$ cat src/rtl/wave_mode_ctrl.sv
// Run-time waveform/frequency controller for the DA wave sender; all changes commit at a period boundary.
// Optional: define WAVE_FLAG3_EN to extend the advance sequence with wave_flag = 3 (full-ROM sweep).
module wave_mode_ctrl #(
  parameter int unsigned DWELL_PERIODS = 16,
  parameter int unsigned FREQ_STEP     = 8,
  parameter int unsigned FREQ_MAX      = 255
) (
  input  logic       clk,
  input  logic       rst_n,
  input  logic       key_wave,
  input  logic       key_freq_up,
  input  logic       key_freq_dn,
  input  logic       auto_en,
  input  logic [9:0] rd_addr,
  output logic [1:0] wave_flag,
  output logic [7:0] freq_adj,
  output logic       busy,
  output logic       period_tick
);

  localparam int unsigned DW  = 8;
  localparam int unsigned FW  = 10;
  localparam int unsigned SW  = 6;
  localparam int unsigned SW1 = SW + 1;
  localparam logic signed [SW:0] STEP_LIM = SW1'(31);

  typedef enum logic [1:0] {
    S_IDLE    = 2'd0,
    S_PENDING = 2'd1,
    S_COMMIT  = 2'd2
  } state_t;

  state_t                r_state;
  logic                  r_prev_end;
  logic                  r_period_tick;
  logic                  r_busy;
  logic [1:0]            r_wave_flag;
  logic [7:0]            r_freq_adj;
  logic [DW-1:0]         r_dwell_cnt;
  logic                  r_pend_wave;
  logic                  r_pend_any;
  logic signed [SW-1:0]  r_pend_steps;

  logic                  w_at_end;
  logic                  w_boundary;
  logic                  w_expire;
  logic                  w_req_wave;
  logic                  w_req_any;
  logic signed [SW:0]    w_delta;
  logic signed [SW-1:0]  w_steps_base;
  logic signed [SW:0]    w_steps_sum;
  logic signed [SW-1:0]  w_steps_nxt;
  logic                  w_pend_wave_nxt;
  logic                  w_pend_any_nxt;
  logic signed [FW-1:0]  w_step_scaled;
  logic signed [FW-1:0]  w_freq_sum;
  logic [7:0]            w_freq_new;
  logic [1:0]            w_wave_next;
  logic                  w_unused_addr;

  // Boundary is the first cycle of an xFF run, so a held rd_addr yields one boundary per period
  assign w_at_end      = (rd_addr[7:0] == 8'hFF);
  assign w_boundary    = w_at_end & ~r_prev_end;
  assign w_expire      = auto_en & w_boundary & (r_dwell_cnt == DW'(DWELL_PERIODS - 1));
  assign w_req_wave    = key_wave | w_expire;
  assign w_req_any     = w_req_wave | key_freq_up | key_freq_dn;
  assign w_unused_addr = ^rd_addr[9:8];

  // Request latching; the COMMIT cycle starts a fresh set so its own requests carry to the next period
  always_comb begin
    w_delta = '0;
    if (key_freq_up & ~key_freq_dn) begin
      w_delta = SW1'(1);
    end else if (key_freq_dn & ~key_freq_up) begin
      w_delta = -SW1'(1);
    end

    w_steps_base = (r_state == S_COMMIT) ? '0 : r_pend_steps;
    w_steps_sum  = SW1'(w_steps_base) + w_delta;
    if (w_steps_sum > STEP_LIM) begin
      w_steps_nxt = SW'(STEP_LIM);
    end else if (w_steps_sum < -STEP_LIM) begin
      w_steps_nxt = SW'(-STEP_LIM);
    end else begin
      w_steps_nxt = SW'(w_steps_sum);
    end

    w_pend_wave_nxt = ((r_state != S_COMMIT) & r_pend_wave) | w_req_wave;
    w_pend_any_nxt  = ((r_state != S_COMMIT) & r_pend_any) | w_req_any;
  end

  // Saturating frequency update in 10-bit signed arithmetic
  always_comb begin
    w_step_scaled = FW'(r_pend_steps) * $signed(FW'(FREQ_STEP));
    w_freq_sum    = $signed({2'b00, r_freq_adj}) + w_step_scaled;
    if (w_freq_sum[FW-1]) begin
      w_freq_new = 8'd0;
    end else if (w_freq_sum > $signed(FW'(FREQ_MAX))) begin
      w_freq_new = 8'(FREQ_MAX);
    end else begin
      w_freq_new = w_freq_sum[7:0];
    end
  end

  always_comb begin
`ifdef WAVE_FLAG3_EN
    w_wave_next = r_wave_flag + 2'd1;
`else
    w_wave_next = (r_wave_flag == 2'd2) ? 2'd0 : r_wave_flag + 2'd1;
`endif
  end

  always_ff @(posedge clk) begin
    if (!rst_n) begin
      r_state       <= S_IDLE;
      r_prev_end    <= 1'b0;
      r_period_tick <= 1'b0;
      r_busy        <= 1'b0;
      r_wave_flag   <= 2'd0;
      r_freq_adj    <= 8'd0;
      r_dwell_cnt   <= '0;
      r_pend_wave   <= 1'b0;
      r_pend_any    <= 1'b0;
      r_pend_steps  <= '0;
    end else begin
      r_prev_end    <= w_at_end;
      r_period_tick <= w_boundary;
      r_pend_wave   <= w_pend_wave_nxt;
      r_pend_any    <= w_pend_any_nxt;
      r_pend_steps  <= w_steps_nxt;

      if (!auto_en) begin
        r_dwell_cnt <= '0;
      end else if (w_boundary) begin
        r_dwell_cnt <= w_expire ? '0 : r_dwell_cnt + DW'(1);
      end

      case (r_state)
        S_IDLE: begin
          if (w_pend_any_nxt) begin
            r_state <= S_PENDING;
            r_busy  <= 1'b1;
          end
        end
        S_PENDING: begin
          if (w_boundary) begin
            r_state <= S_COMMIT;
          end
        end
        S_COMMIT: begin
          r_state    <= S_IDLE;
          r_busy     <= 1'b0;
          r_freq_adj <= w_freq_new;
          if (r_pend_wave) begin
            r_wave_flag <= w_wave_next;
          end
        end
        default: begin
          r_state <= S_IDLE;
          r_busy  <= 1'b0;
        end
      endcase
    end
  end

  assign wave_flag   = r_wave_flag;
  assign freq_adj    = r_freq_adj;
  assign busy        = r_busy;
  assign period_tick = r_period_tick;

endmodule

$ cat config.mk
export PLATFORM = sky130hd
export DESIGN_NAME = wave_mode_ctrl
export DESIGN_NICKNAME = d
export VERILOG_FILES = /design/src/rtl/wave_mode_ctrl.sv
export SDC_FILE = /design/constraint.sdc
export NUM_CORES = 1
export LEC_CHECK = 0
export ABC_CLOCK_PERIOD_IN_PS = 2600
export BUFFER_PORTS_ARGS = -buffer_cell sky130_fd_sc_hd__clkbuf_2
export CAP_MARGIN = 30
export CELL_PAD_IN_SITES_DETAIL_PLACEMENT = 0
export CELL_PAD_IN_SITES_GLOBAL_PLACEMENT = 2
export CORE_MARGIN = 2
export CORE_UTILIZATION = 30
export CTS_CLUSTER_SIZE = 25
export DETAILED_ROUTE_END_ITERATION = 8
export PLACE_DENSITY_LB_ADDON = 0.2
export SYNTH_ARGS = -nofsm -noshare
export SYNTH_HDL_FRONTEND = slang
export SYNTH_SLANG_ARGS = --single-unit
$ cat constraint.sdc
create_clock -name clk -period 2.6 [get_ports clk]
set_input_delay 0.39 -clock clk [delete_from_list [all_inputs] [get_ports clk]]
set_output_delay 0.39 -clock clk [all_outputs]
set_load 0.005 [all_outputs]
==> run metrics, run 1 <==
clock latency of the later-clocked register in the worst-skew pair=approximately 0.28 ns; # port buffers=25; starting utilization of the core area=a little under a third; Detailed Routing Iterations Pass 1=4; Mapped Area=approximately 0.0017 mm²; cts bufs inserted=5; kind of cell adding the most delay to the critical path=simple AND/OR/NAND/NOR gates; post-synthesis xor/xnor area fraction=about 5.7%; most common cell in the netlist=sky130_fd_sc_hd__dfxtp_1; Synth Area in Compound Gates=between 15 and 20%; adder-cell share of the synthesized area=about an eighth; Slew Limit Fails=0; cells taking the most area after synthesis=sky130_fd_sc_hd__dfxtp_1, sky130_fd_sc_hd__ha_1, sky130_fd_sc_hd__nor2_1; number of placement rows=27; Setup Crit Path Kind=reg2reg; placer's final routability congestion estimate=around 0.76; transition at the pin with the smallest max-transition slack=between 0.4 and 0.5 ns; worst rel slew slack=between 60% and 70%; Crit Reg-Reg Endpoint=r_pend_steps[0]; combinational family with the most area after synthesis=simple AND/OR/NAND/NOR gates; critical path depth in cells=10; area of the die=0.00629 mm²; data arrival at the endpoint of the critical path=about 2.6 ns; Critical Path Start=r_state[1]; setup slack on the worst flop-to-flop path=0.14 ns; iteration-0 DRC count of the detailed router=23; Bufs on Longest Clock Path=2; Critical-path top delay cell=sky130_fd_sc_hd__or3b_2; count of flip-flops with a built-in enable after synthesis=0; post-synth net total=~230; gate count after technology mapping=197; Post-Route WL=~3800 µm; Hold Crit Class=in2reg; count of different cell masters after synthesis=46; Net count, final=269; proportion of register bits with asynchronous set or reset after synthesis=0%; most numerous cell types in the synthesized netlist=sky130_fd_sc_hd__dfxtp_1, sky130_fd_sc_hd__nor2_1, sky130_fd_sc_hd__nand2_1, sky130_fd_sc_hd__o21ai_0, sky130_fd_sc_hd__ha_1; number of warnings issued by yosys=0; final setup fails=0; core area=roughly 0.0055 mm²; Hold Vio Cnt, Final=0; basic-gate share of the synthesized area counting and, or, nand and nor cells=27.4%; antenna violations before repair=0; endpoint of the most critical setup path=r_pend_steps[0]; DRC violations left=0; P per Cell Area=between 600 and 700 mW/mm²; Synth Area per Inst=~8.6 µm²; count of maximum capacitance violations=0; Worst Clk Skew=around 0.0018 ns; via count normalized by instance count=roughly 4.8; final critical-path required period=approximately 2.5 ns; CTS tree=done; Critical Path Fanout Max=7; logic depth of the worst register-to-register path=10; worst path cell trace=or2b_4 -> and2_1 -> ha_1 -> inv_1 -> fa_1 -> nand2b_1 -> a21oi_2 -> a2bb2oi_2 -> or3b_2 -> o311a_1; source of the worst register-to-register timing path=r_state[1]; wire length of the first global-routing pass=between 6000 and 7000 µm; H-Tree Depth=2; final setup margin=approximately 0.14 ns; Worst Setup Slack post-DPL=-0.0253 ns; cell type contributing the most total cell area after synthesis=sky130_fd_sc_hd__dfxtp_1; largest net degree at the start of global routing=14; number of fill cells=596; chip height=a little under 80 µm; Boundary Pins=28; startpoint types=flip-flop; area of combinational cells with multiple inputs=roughly 0.0011 mm²; total of hold buffers inserted after clock tree synthesis=0; Primary FF master, synth=sky130_fd_sc_hd__dfxtp_1; clock transition at the registers of the reported paths=~0.06 ns; fraction of synthesized cell area taken by the top area cell type=approximately 34%; post-synthesis mux area share=less than 1%; leftover overflow at the end of global routing=0; vias in the first global route=1500; Detail Placement HPWL=between 2000 and 3000 µm; die outline width=~80 µm; post-layout instance area=roughly 0.0021 mm²; status=complete, no violations; max incr delay on CP=between 0.4 and 0.5 ns; area taken by flip-flops and latches=between 500 and 600 µm²; antenna-violating nets left=0; post-synthesis register bit count=29; number of buffers and inverters on the critical path=1; ant diodes=0; post-CTS repair timing setup buffer count=0; Clk Tree Root Cell=sky130_fd_sc_hd__clkbuf_8; # clock sinks=29; area of placed instances=between 0.0015 and 0.002 mm²; post-synthesis to final-layout area growth=23.1%; share of the clock period used by the worst path=between 90% and 100%; cell depth of the worst min-delay path=3; worst hold slack across all endpoints=between 0.3 and 0.4 ns; mean routed wirelength per cell=between 10 and 15 µm; share of final-layout standard cells stronger than drive strength 1=25.9%; peak clock frequency supported by timing=406 MHz; kind of end point of the critical path=flip-flop; Worst IR Drop VDD=between 0.2 and 0.25 mV; required time worst endpoint=roughly 2.8 ns; fraction of the yosys area taken by sequential cells=34.1%; overall routing resource usage=13.6%; reported leakage power=0.922 nW; total via count after detailed routing=1507
power by group:
group	internal (W)	switching [W]
clock	0.000185	0.000175
sequential	0.000486	0.0000268
combinational	0.000275	0.000301
state kept, by name, indices dropped and copies added (netlist names):
register / flops
r_state: 2
r_pend_steps: 6
period_tick: 1
wave_flag: 2
r_dwell_cnt: 8
r_prev_end: 1
busy: 1
r_pend_wave: 1
r_pend_any: 1
freq_adj: 6
cell usage in the layout, fill, tap and decap left out, drive strengths merged, types with 2 or more instances in the layout:
cell     synthesis  layout
a211oi           4       4
dfxtp           29      29
nor2            23      23
nor3            10      10
or3              2       2
and2             7       7
o21ai           14      14
nand4            4       4
nand2           17      17
and3             2       2
xnor2            4       4
nor2b            3       3
inv              9       9
nor4             4       4
a21o             2       2
buf              4      14
or4              2       2
ha              13      13
fa               2       2
a2111oi          2       2
clkbuf           1      31
clkinv           0       2
nand2b           2       2
xor2             7       7
a21oi           11      11
nand3            4       4
metal layers:
metal  vias up  part of all wire, %  track usage, %
li1        790                    -               -
met1       691                   46            17.1
met2        22                   50            23.3
met3         4                  3.8            2.73
met4         0                 0.74            4.14
met5         -                    0               0
worst min-delay path: stages:
cell,delay [ns]
sky130_fd_sc_hd__clkbuf_2,0.09
sky130_fd_sc_hd__o2111ai_1,0.08
sky130_fd_sc_hd__nand2_1,0.05
timing repair:
action                                  in CTS  in global routing
endpoints found under the setup margin       0                  5
hold endpoints to repair                     0                  0
gates resized for setup                      0                  6
worst min-delay path by stage:
stage                startpoint             end  slack [ns]
global route         rd_addr[4]      r_prev_end        0.42
floorplan           r_pend_wave     r_pend_wave        0.43
global placement    r_pend_wave     r_pend_wave        0.44
CTS                     auto_en  r_dwell_cnt[6]        0.38
detailed placement  r_pend_wave     r_pend_wave        0.45
finish                  auto_en  r_dwell_cnt[6]        0.39
cells by family (layout without fill, tap and decap cells):
kind of cell	Yosys count	in the layout
simple gates	86	86
xor+xnor	11	11
fa+ha+maj	15	15
flops	29	29
compound gates	41	41
mux	1	1
buf+inv	14	56
area by class of cell:
type / instances / area share [%]
clock buffer: 6 / 3.46
clock inverter: 2 / 0.478
inverter: 9 / 1.61
multi-input combinational: 154 / 51.4
sequential: 29 / 27.7
tap: 72 / 4.30
timing repair buffer: 39 / 11.0
through the flow:
step | power [W] | utilization, % | setup TNS (ns) | std cells
after floorplan | 0.000891 | - | 0 | 197
after global placement | 0.00108 | 36.2 | -0.0245 | 303
after detailed placement | 0.00108 | 36.2 | -0.0253 | 303
after CTS | 0.00145 | 37.7 | 0 | 311
after global routing | 0.00158 | 38.0 | -0.0230 | 311
final | 0.00145 | 38.0 | 0 | 311
Note: power is estimated with default switching activity, not from simulation.
==> run 2, diff against run 1 <==
--- a/config.mk
+++ b/config.mk
@@ -10,6 +10,7 @@
 export CAP_MARGIN = 30
 export CELL_PAD_IN_SITES_DETAIL_PLACEMENT = 0
 export CELL_PAD_IN_SITES_GLOBAL_PLACEMENT = 2
+export CORE_ASPECT_RATIO = 1.2
 export CORE_MARGIN = 2
 export CORE_UTILIZATION = 30
 export CTS_CLUSTER_SIZE = 25
==> run 2 against run 1 <==
  * Worst setup slack better by 0.020 ns
  * Final area is 2.2% lower
  * Count of clock-buffer cells in the layout is 1 lower
  * Critical endpoint unchanged
  * Routed wire length is 2.2% higher
  * Total power is 3.1% lower
  * First-iteration DRC count is 120% higher
  * Utilization is 1.2 points lower
  * Clock skew is 0.0044 ns higher
  * Highest routed layer unchanged
==> run metrics, run 2 (synthesis results as in run 1) <==
logic depth of the worst register-to-register path=10 (unchanged); metal1 wirelength=1760 µm (+2.1%); cts bufs inserted=5 (unchanged); number of fill cells=620 (+4.0%); startpoint types=flip-flop; source of the worst register-to-register timing path=r_state[1]; placer's final routability congestion estimate=0.747 (-2.1%); setup slack on the worst flop-to-flop path=0.16 ns (+0.02 ns); post-route insts no fill=298 (-4.2%); largest net degree at the start of global routing=14 (unchanged); area of the die=0.00629 mm² (about the same); Hold Vio Cnt, Final=0 (unchanged); area taken by flip-flops and latches=581 µm² (unchanged); CTS tree=done; Critical Path Fanout Max=9 (+2); # clock sinks=29 (unchanged); peak clock frequency supported by timing=410 MHz (+0.84%); Worst Clk Skew=0.00617 ns (+0.00441 ns); die outline width=72.8 µm (-8.3%); Net count, final=266 (-1.1%); post-synthesis to final-layout area growth=20.4%; number of placement rows=30 (+11%); overall routing resource usage=13.6% (about the same); Worst Setup Slack post-DPL=-0.0309 ns (-0.00566 ns); core area=0.00556 mm² (+0.89%); iteration-0 DRC count of the detailed router=51 (+120%); number of instances in the placed design=292 (-3.6%); leftover overflow at the end of global routing=0 (unchanged); Crit Reg-Reg Endpoint=r_pend_steps[0]; final setup fails=0 (unchanged); P per Cell Area=686 mW/mm² (-0.87%); Largest register FFs=8 (unchanged); chip height=86.5 µm (+9.1%); data arrival at the endpoint of the critical path=2.61 ns (-0.02 ns); Worst IR Drop VDD=0.244 mV (+15%); top routing layer used=met4; clock transition at the registers of the reported paths=0.06 ns (about the same); # port buffers=25 (unchanged); most common cell after layout, fill and taps aside=sky130_fd_sc_hd__dfxtp_1; end point of the worst hold path=r_dwell_cnt[6]; Setup Crit Path Kind=reg2reg; mean routed wirelength per cell=12.9 µm (+6.7%); register with the most flip-flops=r_dwell_cnt; final setup margin=0.160 ns (+0.0205 ns); antenna-violating nets left=0 (unchanged); area of placed instances=0.00196 mm² (-1.6%); Detail Placement HPWL=2970 µm (+0.97%); detailed-routed wire length on met3=124 µm (-13%); count of maximum capacitance violations=0 (unchanged); share of final-layout standard cells stronger than drive strength 1=24.4% (-1.6 points); final critical-path required period=2.44 ns (-0.0205 ns); ant diodes=0 (unchanged); cell depth of the worst min-delay path=3 (unchanged); required time worst endpoint=2.77 ns (about the same); Boundary Pins=28 (unchanged); status=complete, no violations; vias in the first global route=1451 (-3.3%); post-layout instance area=0.00205 mm² (-2.2%); hold_sp=auto_en; worst rel slew slack=70.1% (+2.2 points); transition at the pin with the smallest max-transition slack=0.448 ns (-0.0333 ns); area of combinational cells with multiple inputs=0.00107 mm² (-0.46%); share of the clock period used by the worst path=93.8% (-0.79 points); unrepaired setup endpoints after global routing=no; Hold Crit Class=in2reg; Met2 Wirelength=1910 µm (+2.3%); DRC violations left=0 (unchanged); worst hold slack across all endpoints=0.388 ns (+0.00296 ns); Slew Limit Fails=0 (unchanged); Critical-path top delay cell=sky130_fd_sc_hd__or3b_2; via count normalized by instance count=5.02 (+3.6%); total via count after detailed routing=1496 (-0.73%); reported leakage power=0.908 nW (-1.5%); total of hold buffers inserted after clock tree synthesis=0 (unchanged); Bufs on Longest Clock Path=2 (unchanged); starting utilization of the core area=30.6% (-0.27 points); clock latency of the later-clocked register in the worst-skew pair=0.28 ns (about the same); highest-count cells in the layout ignoring fill and taps=sky130_fd_sc_hd__dfxtp_1, sky130_fd_sc_hd__clkbuf_2, sky130_fd_sc_hd__nor2_1; Detailed Routing Iterations Pass 1=2 (-2); Clk Tree Root Cell=sky130_fd_sc_hd__clkbuf_8; Post-Route WL=3850 µm (+2.2%); post-CTS repair timing setup buffer count=0 (unchanged); antenna violations before repair=0 (unchanged); max incr delay on CP=0.45 ns (about the same); wire length of the first global-routing pass=6620 µm (-3.1%); kind of end point of the critical path=flip-flop; worst path cell trace=or2b_4 -> and2_1 -> ha_1 -> inv_1 -> fa_1 -> nand2b_4 -> a21oi_2 -> a2bb2oi_2 -> or3b_2 -> o311a_1; H-Tree Depth=2 (unchanged)
==> run 2: metrics by stage <==
stage	util, %	power (W)	setup TNS (ns)
after floorplan	-	0.000891	0
after global placement	35.2	0.00106	-0.0128
after detailed placement	35.2	0.00105	-0.0309
after CTS	36.6	0.00141	0
after global routing	36.9	0.00153	0
final	36.9	0.00140	0
==> run 2: critical path, delay by kind of cell (launching register included) <==
family / cells / cell delay [ns]
fa+ha+maj: 2 / 0.54
buf+inv: 1 / 0.05
flops: 1 / 0.31
compound gates: 3 / 0.45
simple gates: 4 / 0.98
==> run 2: worst max-delay path by stage <==
stage / from / to / slack, ns / depth (start not counted)
2_1_floorplan: key_freq_up / r_pend_steps[0] / 0.04 / 11
3_3_place_gp: key_freq_up / r_pend_steps[0] / -0.01 / 12
3_5_place_dp: key_freq_up / r_pend_steps[0] / -0.03 / 12
4_1_cts: r_state[1] / r_pend_steps[0] / 0.11 / 10
5_1_grt: r_state[1] / r_pend_steps[0] / 0.02 / 9
6_report: r_state[1] / r_pend_steps[0] / 0.16 / 10
==> run 2: layout make-up <==
type                       instances  share of cell area [%]
timing repair buffer              36                    10.1
sequential                        29                    28.3
inverter                           9                    1.65
multi-input combinational        154                    52.4
clock buffer                       5                    3.36
tap                               64                    3.91
clock inverter                     1                   0.244
==> run 2: what timing repair did <==
item | CTS | global route
endpoints found under the hold margin | 0 | 0
setup endpoints to repair | 0 | 5
resized for setup | 0 | 3
==> run 2: report_power, final <==
group	leakage [nW]	switching (W)	internal (W)
logic	0.632	0.000286	0.000251
clock network	0.0399	0.000175	0.000176
registers	0.236	0.0000295	0.000486
==> run 2: metal layers <==
layer | vias to the layer above | GRT usage [%]
li1 | 779 | -
met1 | 688 | 16.0
met2 | 23 | 24.2
met3 | 6 | 3.26
met4 | 0 | 4.04
met5 | - | 0
